==> config.mk <==
export PLATFORM = sky130hd
export DESIGN_NAME = m68k_uart_bridge_flat
export DESIGN_NICKNAME = d
export VERILOG_FILES = /design/src/rtl/m68k_uart_bridge_if.sv /design/src/rtl/m68k_uart_bridge.sv /design/src/flat_wrapper.sv
export SDC_FILE = /design/constraint.sdc
export NUM_CORES = 1
export LEC_CHECK = 0
export ABC_AREA = 1
export ABC_CLOCK_PERIOD_IN_PS = 3610
export CORE_MARGIN = 5
export CORE_UTILIZATION = 59
export CTS_CLUSTER_DIAMETER = 120
export DETAILED_ROUTE_END_ITERATION = 10
export PLACE_DENSITY_LB_ADDON = 0.25
export SLEW_MARGIN = 20
export SYNTH_ARGS = -nofsm -noshare
export SYNTH_HDL_FRONTEND = slang
export SYNTH_SLANG_ARGS = --single-unit
export TNS_END_PERCENT = 30
==> constraint.sdc <==
create_clock -name clk_sys -period 3.61 [get_ports clk_sys]
set_input_delay 0.9025 -clock clk_sys [delete_from_list [all_inputs] [get_ports clk_sys]]
set_output_delay 0.9025 -clock clk_sys [all_outputs]
set_load 0.05 [all_outputs]
==> src/rtl/m68k_uart_bridge_if.sv <==
`default_nettype none
// ============================================================================
// Module  : m68k_uart_bridge_if
// Brief   : 68000 bus-sample and UART byte signals seen by the bridge.
// Revision: 1.0  initial release
// ============================================================================
interface m68k_uart_bridge_if #(
   parameter int ADDR_WIDTH = 24
);
   logic                  as;
   logic                  uds;
   logic                  lds;
   logic                  rw;
   logic [2:0]            fc;
   logic [ADDR_WIDTH-1:0] a;
   logic [15:0]           d_in;
   logic [7:0]            tx_data;
   logic                  new_tx_data;
   logic                  tx_busy;
   logic [7:0]            rx_data;
   logic                  new_rx_data;
   logic [15:0]           d_out;
   logic                  dtack;
   logic                  berr;
   logic                  cycle_active;

   modport slave (
      input  as, uds, lds, rw, fc, a, d_in, tx_busy, rx_data, new_rx_data,
      output tx_data, new_tx_data, d_out, dtack, berr, cycle_active
   );

   modport master (
      output as, uds, lds, rw, fc, a, d_in, tx_busy, rx_data, new_rx_data,
      input  tx_data, new_tx_data, d_out, dtack, berr, cycle_active
   );
endinterface
`default_nettype wire

==> src/rtl/m68k_uart_bridge.sv <==
`default_nettype none
// ============================================================================
// Module  : m68k_uart_bridge
// Brief   : Frames each 68000 bus cycle onto the UART and terminates it from
//           host commands or an auto-BERR timeout.
// Revision: 1.0  initial release
// ============================================================================
module m68k_uart_bridge #(
   parameter int ADDR_WIDTH = 24,
   parameter int TIMEOUT    = 1000000
) (
   input  logic              clk_sys,
   input  logic              rst_n,
   m68k_uart_bridge_if.slave bus
);
   localparam int c_nab = ADDR_WIDTH / 8;
   localparam int c_cnt_w = (TIMEOUT > 1) ? $clog2(TIMEOUT) : 1;
   localparam logic [c_cnt_w-1:0] c_cnt_last = c_cnt_w'((TIMEOUT > 0) ? TIMEOUT - 1 : 0);
   localparam logic [3:0] c_last_rd = 4'(c_nab + 1);
   localparam logic [3:0] c_last_wr = 4'(c_nab + 3);
   localparam logic [7:0] c_ch_r = 8'h52;
   localparam logic [7:0] c_ch_w = 8'h57;
   localparam logic [7:0] c_ch_b = 8'h42;
   localparam logic [7:0] c_ch_l = 8'h4C;
   localparam logic [7:0] c_ch_h = 8'h48;
   localparam logic [7:0] c_ch_d = 8'h44;
   localparam logic [7:0] c_ch_e = 8'h45;
   localparam logic [7:0] c_ch_t = 8'h54;

   typedef enum logic [1:0] {
      ST_IDLE = 2'd0, ST_SEND = 2'd1, ST_WAIT_RESP = 2'd2, ST_TERM = 2'd3
   } state_t;

   typedef enum logic [2:0] {
      PS_IDLE = 3'd0, PS_BLO = 3'd1, PS_BHI = 3'd2, PS_LO = 3'd3, PS_HI = 3'd4
   } pstate_t;

   state_t                state_q, state_d;
   pstate_t               pstate_q, pstate_d;
   logic                  rw_q, rw_d, uds_q, uds_d, lds_q, lds_d;
   logic [2:0]            fc_q, fc_d;
   logic [ADDR_WIDTH-1:0] a_q, a_d;
   logic [15:0]           wd_q, wd_d;
   logic [3:0]            idx_q, idx_d;
   logic [c_cnt_w-1:0]    cnt_q, cnt_d;
   logic [7:0]            tx_data_q, tx_data_d;
   logic                  new_tx_q, new_tx_d;
   logic [15:0]           d_out_q, d_out_d;
   logic                  dtack_q, dtack_d, berr_q, berr_d;
   logic                  active_q, active_d;

   logic                  w_accept, w_cmd_d, w_cmd_e;
   logic [3:0]            w_last;

   // Byte idx of the frame: marker, flags, address MSB first, then write data.
   function automatic logic [7:0] frame_byte(
      input logic [3:0] idx, input logic rw, input logic uds, input logic lds,
      input logic [2:0] fc, input logic [ADDR_WIDTH-1:0] a, input logic [15:0] d
   );
      logic [7:0] b;
      b = 8'h00;
      if (idx == 4'd0)                    b = rw ? c_ch_r : c_ch_w;
      else if (idx == 4'd1)               b = {rw, uds, lds, 2'b00, fc};
      else if (idx == c_last_wr - 4'd1)   b = d[15:8];
      else if (idx == c_last_wr)          b = d[7:0];
      for (int k = 0; k < c_nab; k++) begin
         if (idx == 4'(k + 2)) b = a[ADDR_WIDTH-1-8*k -: 8];
      end
      return b;
   endfunction

   assign w_accept = new_tx_q && !bus.tx_busy;
   assign w_cmd_d  = bus.new_rx_data && (pstate_q == PS_IDLE) && (bus.rx_data == c_ch_d);
   assign w_cmd_e  = bus.new_rx_data && (pstate_q == PS_IDLE) && (bus.rx_data == c_ch_e);
   assign w_last   = rw_q ? c_last_rd : c_last_wr;

   always_comb begin
      state_d   = state_q;
      pstate_d  = pstate_q;
      rw_d      = rw_q;
      uds_d     = uds_q;
      lds_d     = lds_q;
      fc_d      = fc_q;
      a_d       = a_q;
      wd_d      = wd_q;
      idx_d     = idx_q;
      cnt_d     = cnt_q;
      tx_data_d = tx_data_q;
      new_tx_d  = new_tx_q;
      d_out_d   = d_out_q;
      dtack_d   = dtack_q;
      berr_d    = berr_q;

      // The rx parser is independent of the bus-cycle state.
      if (bus.new_rx_data) begin
         case (pstate_q)
            PS_IDLE: begin
               if (bus.rx_data == c_ch_b)      pstate_d = PS_BLO;
               else if (bus.rx_data == c_ch_l) pstate_d = PS_LO;
               else if (bus.rx_data == c_ch_h) pstate_d = PS_HI;
            end
            PS_BLO:  begin d_out_d[7:0]  = bus.rx_data; pstate_d = PS_BHI;  end
            PS_BHI:  begin d_out_d[15:8] = bus.rx_data; pstate_d = PS_IDLE; end
            PS_LO:   begin d_out_d[7:0]  = bus.rx_data; pstate_d = PS_IDLE; end
            PS_HI:   begin d_out_d[15:8] = bus.rx_data; pstate_d = PS_IDLE; end
            default: pstate_d = PS_IDLE;
         endcase
      end

      case (state_q)
         ST_IDLE: begin
            if (bus.as && (bus.uds || bus.lds)) begin
               rw_d      = bus.rw;
               uds_d     = bus.uds;
               lds_d     = bus.lds;
               fc_d      = bus.fc;
               a_d       = bus.a;
               wd_d      = bus.d_in;
               idx_d     = 4'd0;
               tx_data_d = frame_byte(4'd0, bus.rw, bus.uds, bus.lds, bus.fc, bus.a, bus.d_in);
               new_tx_d  = 1'b1;
               state_d   = ST_SEND;
            end
         end
         ST_SEND: begin
            if (!bus.as) begin
               new_tx_d = 1'b0;
               dtack_d  = 1'b0;
               berr_d   = 1'b0;
               state_d  = ST_IDLE;
            end else if (w_accept) begin
               if (idx_q == w_last) begin
                  new_tx_d = 1'b0;
                  cnt_d    = '0;
                  state_d  = ST_WAIT_RESP;
               end else begin
                  idx_d     = idx_q + 4'd1;
                  tx_data_d = frame_byte(idx_q + 4'd1, rw_q, uds_q, lds_q, fc_q, a_q, wd_q);
                  new_tx_d  = 1'b1;
               end
            end
         end
         ST_WAIT_RESP: begin
            // Priority: bus abort, then host command, then timeout expiry.
            if (!bus.as) begin
               new_tx_d = 1'b0;
               dtack_d  = 1'b0;
               berr_d   = 1'b0;
               state_d  = ST_IDLE;
            end else if (w_cmd_d) begin
               dtack_d = 1'b1;
               state_d = ST_TERM;
            end else if (w_cmd_e) begin
               berr_d  = 1'b1;
               state_d = ST_TERM;
            end else if ((TIMEOUT != 0) && (cnt_q == c_cnt_last)) begin
               berr_d    = 1'b1;
               tx_data_d = c_ch_t;
               new_tx_d  = 1'b1;
               state_d   = ST_TERM;
            end else begin
               cnt_d = cnt_q + c_cnt_w'(1);
            end
         end
         ST_TERM: begin
            if (w_accept) new_tx_d = 1'b0;
            if (!bus.as) begin
               new_tx_d = 1'b0;
               dtack_d  = 1'b0;
               berr_d   = 1'b0;
               state_d  = ST_IDLE;
            end
         end
         default: state_d = ST_IDLE;
      endcase

      active_d = (state_d != ST_IDLE);
   end

   always_ff @(posedge clk_sys or negedge rst_n) begin
      if (!rst_n) begin
         state_q   <= ST_IDLE;
         pstate_q  <= PS_IDLE;
         rw_q      <= 1'b0;
         uds_q     <= 1'b0;
         lds_q     <= 1'b0;
         fc_q      <= 3'd0;
         a_q       <= '0;
         wd_q      <= 16'd0;
         idx_q     <= 4'd0;
         cnt_q     <= '0;
         tx_data_q <= 8'd0;
         new_tx_q  <= 1'b0;
         d_out_q   <= 16'd0;
         dtack_q   <= 1'b0;
         berr_q    <= 1'b0;
         active_q  <= 1'b0;
      end else begin
         state_q   <= state_d;
         pstate_q  <= pstate_d;
         rw_q      <= rw_d;
         uds_q     <= uds_d;
         lds_q     <= lds_d;
         fc_q      <= fc_d;
         a_q       <= a_d;
         wd_q      <= wd_d;
         idx_q     <= idx_d;
         cnt_q     <= cnt_d;
         tx_data_q <= tx_data_d;
         new_tx_q  <= new_tx_d;
         d_out_q   <= d_out_d;
         dtack_q   <= dtack_d;
         berr_q    <= berr_d;
         active_q  <= active_d;
      end
   end

   assign bus.tx_data      = tx_data_q;
   assign bus.new_tx_data  = new_tx_q;
   assign bus.d_out        = d_out_q;
   assign bus.dtack        = dtack_q;
   assign bus.berr         = berr_q;
   assign bus.cycle_active = active_q;
endmodule
`default_nettype wire

==> src/flat_wrapper.sv <==
// flat-port wrapper written by rule: the top's interface ports become plain ports
module m68k_uart_bridge_flat 
#(
   parameter int ADDR_WIDTH = 24,
   parameter int TIMEOUT    = 1000000
)
  (clk_sys, rst_n, bus_as, bus_uds, bus_lds, bus_rw, bus_fc, bus_a, bus_d_in, bus_tx_busy, bus_rx_data, bus_new_rx_data, bus_tx_data, bus_new_tx_data, bus_d_out, bus_dtack, bus_berr, bus_cycle_active);
  m68k_uart_bridge_if #(.ADDR_WIDTH(ADDR_WIDTH)) bus_i ();
  input  logic clk_sys;
  input  logic rst_n;
  input wire logic [$bits(bus_i.as)-1:0] bus_as;
  input wire logic [$bits(bus_i.uds)-1:0] bus_uds;
  input wire logic [$bits(bus_i.lds)-1:0] bus_lds;
  input wire logic [$bits(bus_i.rw)-1:0] bus_rw;
  input wire logic [$bits(bus_i.fc)-1:0] bus_fc;
  input wire logic [$bits(bus_i.a)-1:0] bus_a;
  input wire logic [$bits(bus_i.d_in)-1:0] bus_d_in;
  input wire logic [$bits(bus_i.tx_busy)-1:0] bus_tx_busy;
  input wire logic [$bits(bus_i.rx_data)-1:0] bus_rx_data;
  input wire logic [$bits(bus_i.new_rx_data)-1:0] bus_new_rx_data;
  output wire logic [$bits(bus_i.tx_data)-1:0] bus_tx_data;
  output wire logic [$bits(bus_i.new_tx_data)-1:0] bus_new_tx_data;
  output wire logic [$bits(bus_i.d_out)-1:0] bus_d_out;
  output wire logic [$bits(bus_i.dtack)-1:0] bus_dtack;
  output wire logic [$bits(bus_i.berr)-1:0] bus_berr;
  output wire logic [$bits(bus_i.cycle_active)-1:0] bus_cycle_active;
  assign bus_i.as = bus_as;
  assign bus_i.uds = bus_uds;
  assign bus_i.lds = bus_lds;
  assign bus_i.rw = bus_rw;
  assign bus_i.fc = bus_fc;
  assign bus_i.a = bus_a;
  assign bus_i.d_in = bus_d_in;
  assign bus_i.tx_busy = bus_tx_busy;
  assign bus_i.rx_data = bus_rx_data;
  assign bus_i.new_rx_data = bus_new_rx_data;
  assign bus_tx_data = bus_i.tx_data;
  assign bus_new_tx_data = bus_i.new_tx_data;
  assign bus_d_out = bus_i.d_out;
  assign bus_dtack = bus_i.dtack;
  assign bus_berr = bus_i.berr;
  assign bus_cycle_active = bus_i.cycle_active;
  m68k_uart_bridge #(.ADDR_WIDTH(ADDR_WIDTH), .TIMEOUT(TIMEOUT)) u_core (.clk_sys(clk_sys), .rst_n(rst_n), .bus(bus_i));
endmodule
==> impl_metrics.env, run 1 <==
export IMPL_period_share=0.731
export IMPL_fin_crit_ns=2.64
export IMPL_setup_ws_ns=0.971
export IMPL_n_antenna_cell=0
export IMPL_viasPerCell=5.48
export IMPL_wl_per_cell_um=15.0
export IMPL_pwr_share_comb=0.485
export IMPL_multiInputGateArea_mm2=0.00268
export IMPL_fmax_ghz=0.379
export IMPL_synth_async_reset_ratio=1.00
export IMPL_antenna_found_initial=0
export IMPL_syn_inst=679
export IMPL_drv_cap=0
export IMPL_yosysUniqueCellTypes=44
export IMPL_post_synth_top_count_cell="nand2_1"
export IMPL_ys_flop_type="dfrtp_1"
export IMPL_p_int_mw=2.70
export IMPL_dr_first_iter_drc_count=237
export IMPL_p_clk_frac=0.147
export IMPL_r2r_start="u_core.state_q[1]"
export IMPL_placed_cells=885
export IMPL_p_per_area_mw_per_mm2=714
export IMPL_fin_cells=901
export IMPL_clock_sink_count=103
export IMPL_status="finished clean"
export IMPL_maxSlewViolCount=0
export IMPL_n_fill_cell=771
export IMPL_worstSetupPathType="in2reg"
export IMPL_yosysSeqAreaShare=0.449
export IMPL_postCtsSetupBuffers=0
export IMPL_coreArea_mm2=0.00964
export IMPL_cts_resized=0
export IMPL_place_ws_ns=0.563
export IMPL_rsz0062_at_grt="false"
export IMPL_grt_pass1_wl_um=22900
export IMPL_vias=4937
export IMPL_grt_pass1_vias=4912
export IMPL_drt_first_pass_iters=5
export IMPL_die_x_um=109
export IMPL_holdCritPathClass="in2async"
export IMPL_clk_latency_ns=0.38
export IMPL_ys_ff_latch=103
export IMPL_seq_area_mm2=0.00258
export IMPL_ant_nets=0
export IMPL_worst_slew_pin_slew_ns=0.527
export IMPL_skew_ns=0.0147
export IMPL_finalPower_mw=4.93
export IMPL_syn_to_final_growth_pct=20.3
export IMPL_crit_start="bus_rx_data[1]"
export IMPL_grt_max_degree=65
export IMPL_pwr_share_seq=0.368
export IMPL_synthesis_nets=749
export IMPL_cts_clk_slew_worst_paths_ns=0.11
export IMPL_io_pins=87
export IMPL_yosysTopAreaCell="dfrtp_1"
export IMPL_rows=36
export IMPL_synth_edf_count=0
export IMPL_setup_viol=0
export IMPL_r2r_cells=10
export IMPL_drc=0
export IMPL_portBuffers=86
export IMPL_cts_hold_buffers=0
export IMPL_fp_dieArea_mm2=0.0118
export IMPL_cts_buffer_depth=2
export IMPL_ir_drop_v=0.000362
export IMPL_finalHoldViolCount=0
export IMPL_avgSynthCellArea_um2=8.45
export IMPL_synthTopCellsByCount="nand2_1 (149), dfrtp_1 (103), inv_1 (91), o21ai_0 (65), nand3_1 (40)"
export IMPL_p_sw_frac=0.453
export IMPL_clockRootBuffer="clkbuf_8"
export IMPL_track_usage=0.245
export IMPL_die_y_um=109
export IMPL_crit_required_ns=3.88
export IMPL_cp_end_kind="flop"
export IMPL_drive_gt1_frac=0.126
export IMPL_cts_tree="built"
export IMPL_initial_core_util=0.595
export IMPL_yosysTopAreaCellShare=0.449
export IMPL_cts_inserted_buffers=9
export IMPL_p_leak_nw=3.15
export IMPL_switchingPower_mw=2.23
export IMPL_hpwl_um=10200
export IMPL_slew_headroom=0.649
export IMPL_final_net_count=833
export IMPL_setup_tns_ns=0
export IMPL_synth_area_mm2=0.00574
export IMPL_h_tree_depth=3
export IMPL_cp_start_kind="input port"
export IMPL_synthTopCellsByArea="dfrtp_1 (45%), nand2_1 (9.7%), inv_1 (6.0%)"
export IMPL_place_congestion=0.905
export IMPL_overflow=0
export IMPL_arrival_ns=2.91
export IMPL_yosysWarningCount=0
export IMPL_wirelength_um=13500
export IMPL_crit_fanout=17
==> per-stage QoR <==
stage / instance area [µm²] / utilization / hold WS (ns)
global route: 6900 / 0.716 / 0.523
floorplan: 5740 / - / 0.474
global placement: 6710 / 0.696 / 0.465
finish: 6900 / 0.716 / 0.487
CTS: 6900 / 0.716 / 0.503
detailed placement: 6710 / 0.696 / 0.477
==> critical path, cell delays in order <==
cell,delay (ns)
clkdlybuf4s50_1,0.50
nor2_1,0.06
inv_1,0.09
nor2_1,0.06
nand4_1,0.15
nand2_2,0.10
a21oi_4,0.15
nand3_2,0.10
nor2_4,0.41
inv_1,0.21
nand2_1,0.11
nand2_1,0.05
==> cell usage in the layout (no fill, tap or decap), types with 3 or more instances in the layout <==
cell	count
dfrtp_1	103
mux2_2	29
o21ai_0	65
xor2_1	9
ha_1	11
nand2_1	149
nor4_1	3
a21oi_2	3
clkdlybuf4s50_1	85
nor3_1	16
inv_2	4
nand3_1	40
clkbuf_8	9
inv_1	91
nand2_2	3
buf_12	3
o21bai_1	3
o21ai_2	10
nand4_1	22
nor2_2	3
a21oi_1	13
o211ai_1	3
o21ai_1	11
nand2_4	3
nor2_1	39
inv_8	3
nor2_4	4
nand4_2	5
==> per-layer routing <==
metal | global-route usage | part of all wire
met5 | 0 | 0
met4 | 0.0622 | 0.016
met3 | 0.0385 | 0.051
met2 | 0.439 | 0.51
met1 | 0.310 | 0.43
==> state kept, by name, indices dropped and copies added (netlist names), 2 cells and up <==
signal,count
u_core.cnt_q,20
u_core.fc_q,3
u_core.state_q,2
u_core.pstate_q,3
u_core.a_q,24
u_core.bus.d_out,16
u_core.wd_q,16
u_core.bus.tx_data,8
u_core.idx_q,4
==> worst paths after layout <==
kind	to	slack, ns
worst max register to register	u_core.cnt_q[16]	1.20
worst min-delay path	u_core.bus.d_out[13]	0.49
min in group clk_sys	u_core.bus.tx_data[3]	0.50
worst min register to register	u_core.bus.tx_data[3]	0.50
worst max-delay path	u_core.cnt_q[16]	0.97
max in group asynchronous	u_core.rw_q	2.40
==> layout make-up <==
cell class,count,share of cell area
clock buffer,9,0.0179
clock inverter,7,0.0107
inverter,96,0.0524
multi-input combinational,463,0.387
sequential,103,0.373
tap,133,0.0241
timing repair buffer,90,0.134
==> kinds of logic (layout without fill, tap and decap cells) <==
group | after synthesis | after routing | synth area share
AO/OA/AOI/OAI | 114 | 114 | 0.116
XOR/XNOR | 12 | 12 | 0.0209
adder cells (fa/ha/maj) | 11 | 11 | 0.0240
buffers and inverters | 113 | 202 | 0.0855
flip-flops | 103 | 103 | 0.449
multiplexers | 29 | 29 | 0.0569
AND/OR/NAND/NOR | 297 | 297 | 0.248
==> power groups by stage <==
stage                     sequential [mW]  combinational, mW  clock, mW
after floorplan                      2.13               1.39          0
after global placement               1.81               2.31          0
after detailed placement             1.83               2.37          0
after CTS                            1.81               2.39      0.741
after global routing                 1.86               2.61      0.785
final                                1.81               2.39      0.724
(Power assumes the default switching activity.)
==> run 2: changes to the inputs <==
ABC_CLOCK_PERIOD_IN_PS = 2500   (was 3610)
CORE_UTILIZATION = 55   (was 59)
clock period = 2.5 ns   (was 3.61 ns; I/O delays follow)
==> run 2 against run 1 <==
Compared with the run above: via count is 0.79% lower; clock power grew 60%; core utilization fell by 3.4 points; sequential cell count stayed put; largest cell class unchanged; largest power group unchanged.
==> impl_metrics.env, run 2 (same netlist as run 1, synthesis figures left out) <==
export IMPL_slew_headroom=0.623
export IMPL_p_clk_frac=0.159
export IMPL_skew_ns=0.0122
export IMPL_drt_first_pass_iters=5
export IMPL_portBuffers=86
export IMPL_clock_sink_count=103
export IMPL_grt_max_degree=61
export IMPL_crit_required_ns=1.88
export IMPL_setup_viol=0
export IMPL_fp_dieArea_mm2=0.0126
export IMPL_cp_end_kind="primary output"
export IMPL_vias=4898
export IMPL_drv_cap=0
export IMPL_seq_area_mm2=0.00258
export IMPL_antenna_found_initial=0
export IMPL_p_sw_frac=0.432
export IMPL_maxSlewViolCount=0
export IMPL_drive_gt1_frac=0.132
export IMPL_io_pins=87
export IMPL_finalHoldViolCount=0
export IMPL_top_regs="u_core.a_q x24, u_core.cnt_q x20"
export IMPL_r2r_cells=13
export IMPL_track_usage=0.225
export IMPL_holdCritPathClass="in2async"
export IMPL_wl_per_cell_um=14.9
export IMPL_hold_slack_ns=0.170
export IMPL_p_int_mw=4.12
export IMPL_fmax_ghz=0.452
export IMPL_arrival_ns=1.59
export IMPL_worstSetupPathType="reg2out"
export IMPL_h_tree_depth=3
export IMPL_rows=37
export IMPL_worst_slew_pin_slew_ns=0.562
export IMPL_hpwl_um=10300
export IMPL_pwr_share_comb=0.479
export IMPL_ir_drop_v=0.000622
export IMPL_path_depth=1
export IMPL_crit_chain="clkdlybuf4s50_1"
export IMPL_grt_pass1_vias=4960
export IMPL_cp_num_buf_inv=1
export IMPL_clockRootBuffer="clkbuf_8"
export IMPL_final_cell_mix="nand2_1 (149), dfrtp_1 (103), inv_1 (91)"
export IMPL_n_fill_cell=851
export IMPL_dr_first_iter_drc_count=270
export IMPL_slowest_delay_ns=0.82
export IMPL_switchingPower_mw=3.14
export IMPL_p_leak_nw=3.20
export IMPL_drc=0
export IMPL_cts_tree="built"
export IMPL_period_share=0.886
export IMPL_slowest_stage="clkdlybuf4s50_1"
export IMPL_crit_fanout=2
export IMPL_grt_pass1_wl_um=23600
export IMPL_cts_buffer_depth=2
export IMPL_wirelength_um=13600
export IMPL_viasPerCell=5.38
export IMPL_top_register="u_core.a_q"
export IMPL_final_net_count=841
export IMPL_rsz0062_at_grt="false"
export IMPL_clk_latency_ns=0.38
export IMPL_cts_clk_slew_worst_paths_ns=0.09
export IMPL_cts_inserted_buffers=9
export IMPL_coreArea_mm2=0.0102
export IMPL_die_y_um=112
export IMPL_fin_crit_ns=2.21
export IMPL_n_antenna_cell=0
export IMPL_cts_resized=0
export IMPL_pwr_share_seq=0.362
export IMPL_status="finished clean"
export IMPL_crit_family="buffers and inverters"
export IMPL_ant_nets=0
export IMPL_p_per_area_mw_per_mm2=1040
export IMPL_syn_to_final_growth_pct=21.7
export IMPL_multiInputGateArea_mm2=0.00268
export IMPL_setup_tns_ns=0
export IMPL_initial_core_util=0.561
export IMPL_die_x_um=112
export IMPL_cts_hold_buffers=0
export IMPL_cp_start_kind="flop"
export IMPL_postCtsSetupBuffers=0
export IMPL_place_congestion=0.886
export IMPL_overflow=0
export IMPL_largest_reg_flops=24
export IMPL_final_common_cell="nand2_1"
run 2: path summary, 6_finish.rpt:
kind / startpoint / to / slack (ns)
worst max-delay path: u_core.bus.tx_data[6] / bus_tx_data[6] / 0.29
worst min register to register: u_core.bus.tx_data[5] / u_core.bus.tx_data[5] / 0.49
worst max register to register: u_core.idx_q[0] / u_core.bus.tx_data[0] / 0.32
worst min-delay path: rst_n / u_core.bus.d_out[13] / 0.17
max in group asynchronous: rst_n / u_core.a_q[21] / 1.68
min in group clk_sys: u_core.bus.tx_data[5] / u_core.bus.tx_data[5] / 0.49
run 2: metal layers:
| layer | vias up | routed length (µm) | GRT usage |
|---|---|---|---|
| li1 | 2410 | - | - |
| met1 | 2317 | 5840 | 0.288 |
| met2 | 146 | 6690 | 0.386 |
| met3 | 25 | 712 | 0.0329 |
| met4 | 0 | 312 | 0.0865 |
| met5 | - | 0 | 0 |
run 2: final cells by class:
class / instances / share of cell area
Inverter: 96 / 0.0518
Multi-Input combinational cell: 463 / 0.383
Clock buffer: 11 / 0.0203
Clock inverter: 3 / 0.00986
Tap cell: 136 / 0.0244
Sequential cell: 103 / 0.369
Timing Repair Buffer: 98 / 0.141
run 2: through the flow:
step                total power [mW]   util  cell area (µm²)  worst slack (ns)  cells
floorplan                       5.08      -             5740             0.676    679
global placement                6.00  0.662             6770            0.0891    896
detailed placement              6.12  0.662             6770            0.0220    896
CTS                             7.28  0.682             6980             0.275    910
global route                    7.72  0.682             6980             0.133    910
finish                          7.26  0.682             6980             0.286    910
run 2: power groups by stage:
| stage | Sequential [mW] | Clock [mW] | Combinational [mW] |
|---|---|---|---|
| 3_3_place_gp | 2.62 | 0 | 3.38 |
| 6_report | 2.62 | 1.16 | 3.48 |
| 4_1_cts | 2.62 | 1.17 | 3.49 |
| 3_5_place_dp | 2.65 | 0 | 3.47 |
| 5_1_grt | 2.70 | 1.22 | 3.80 |
| 2_1_floorplan | 3.08 | 0 | 2.01 |
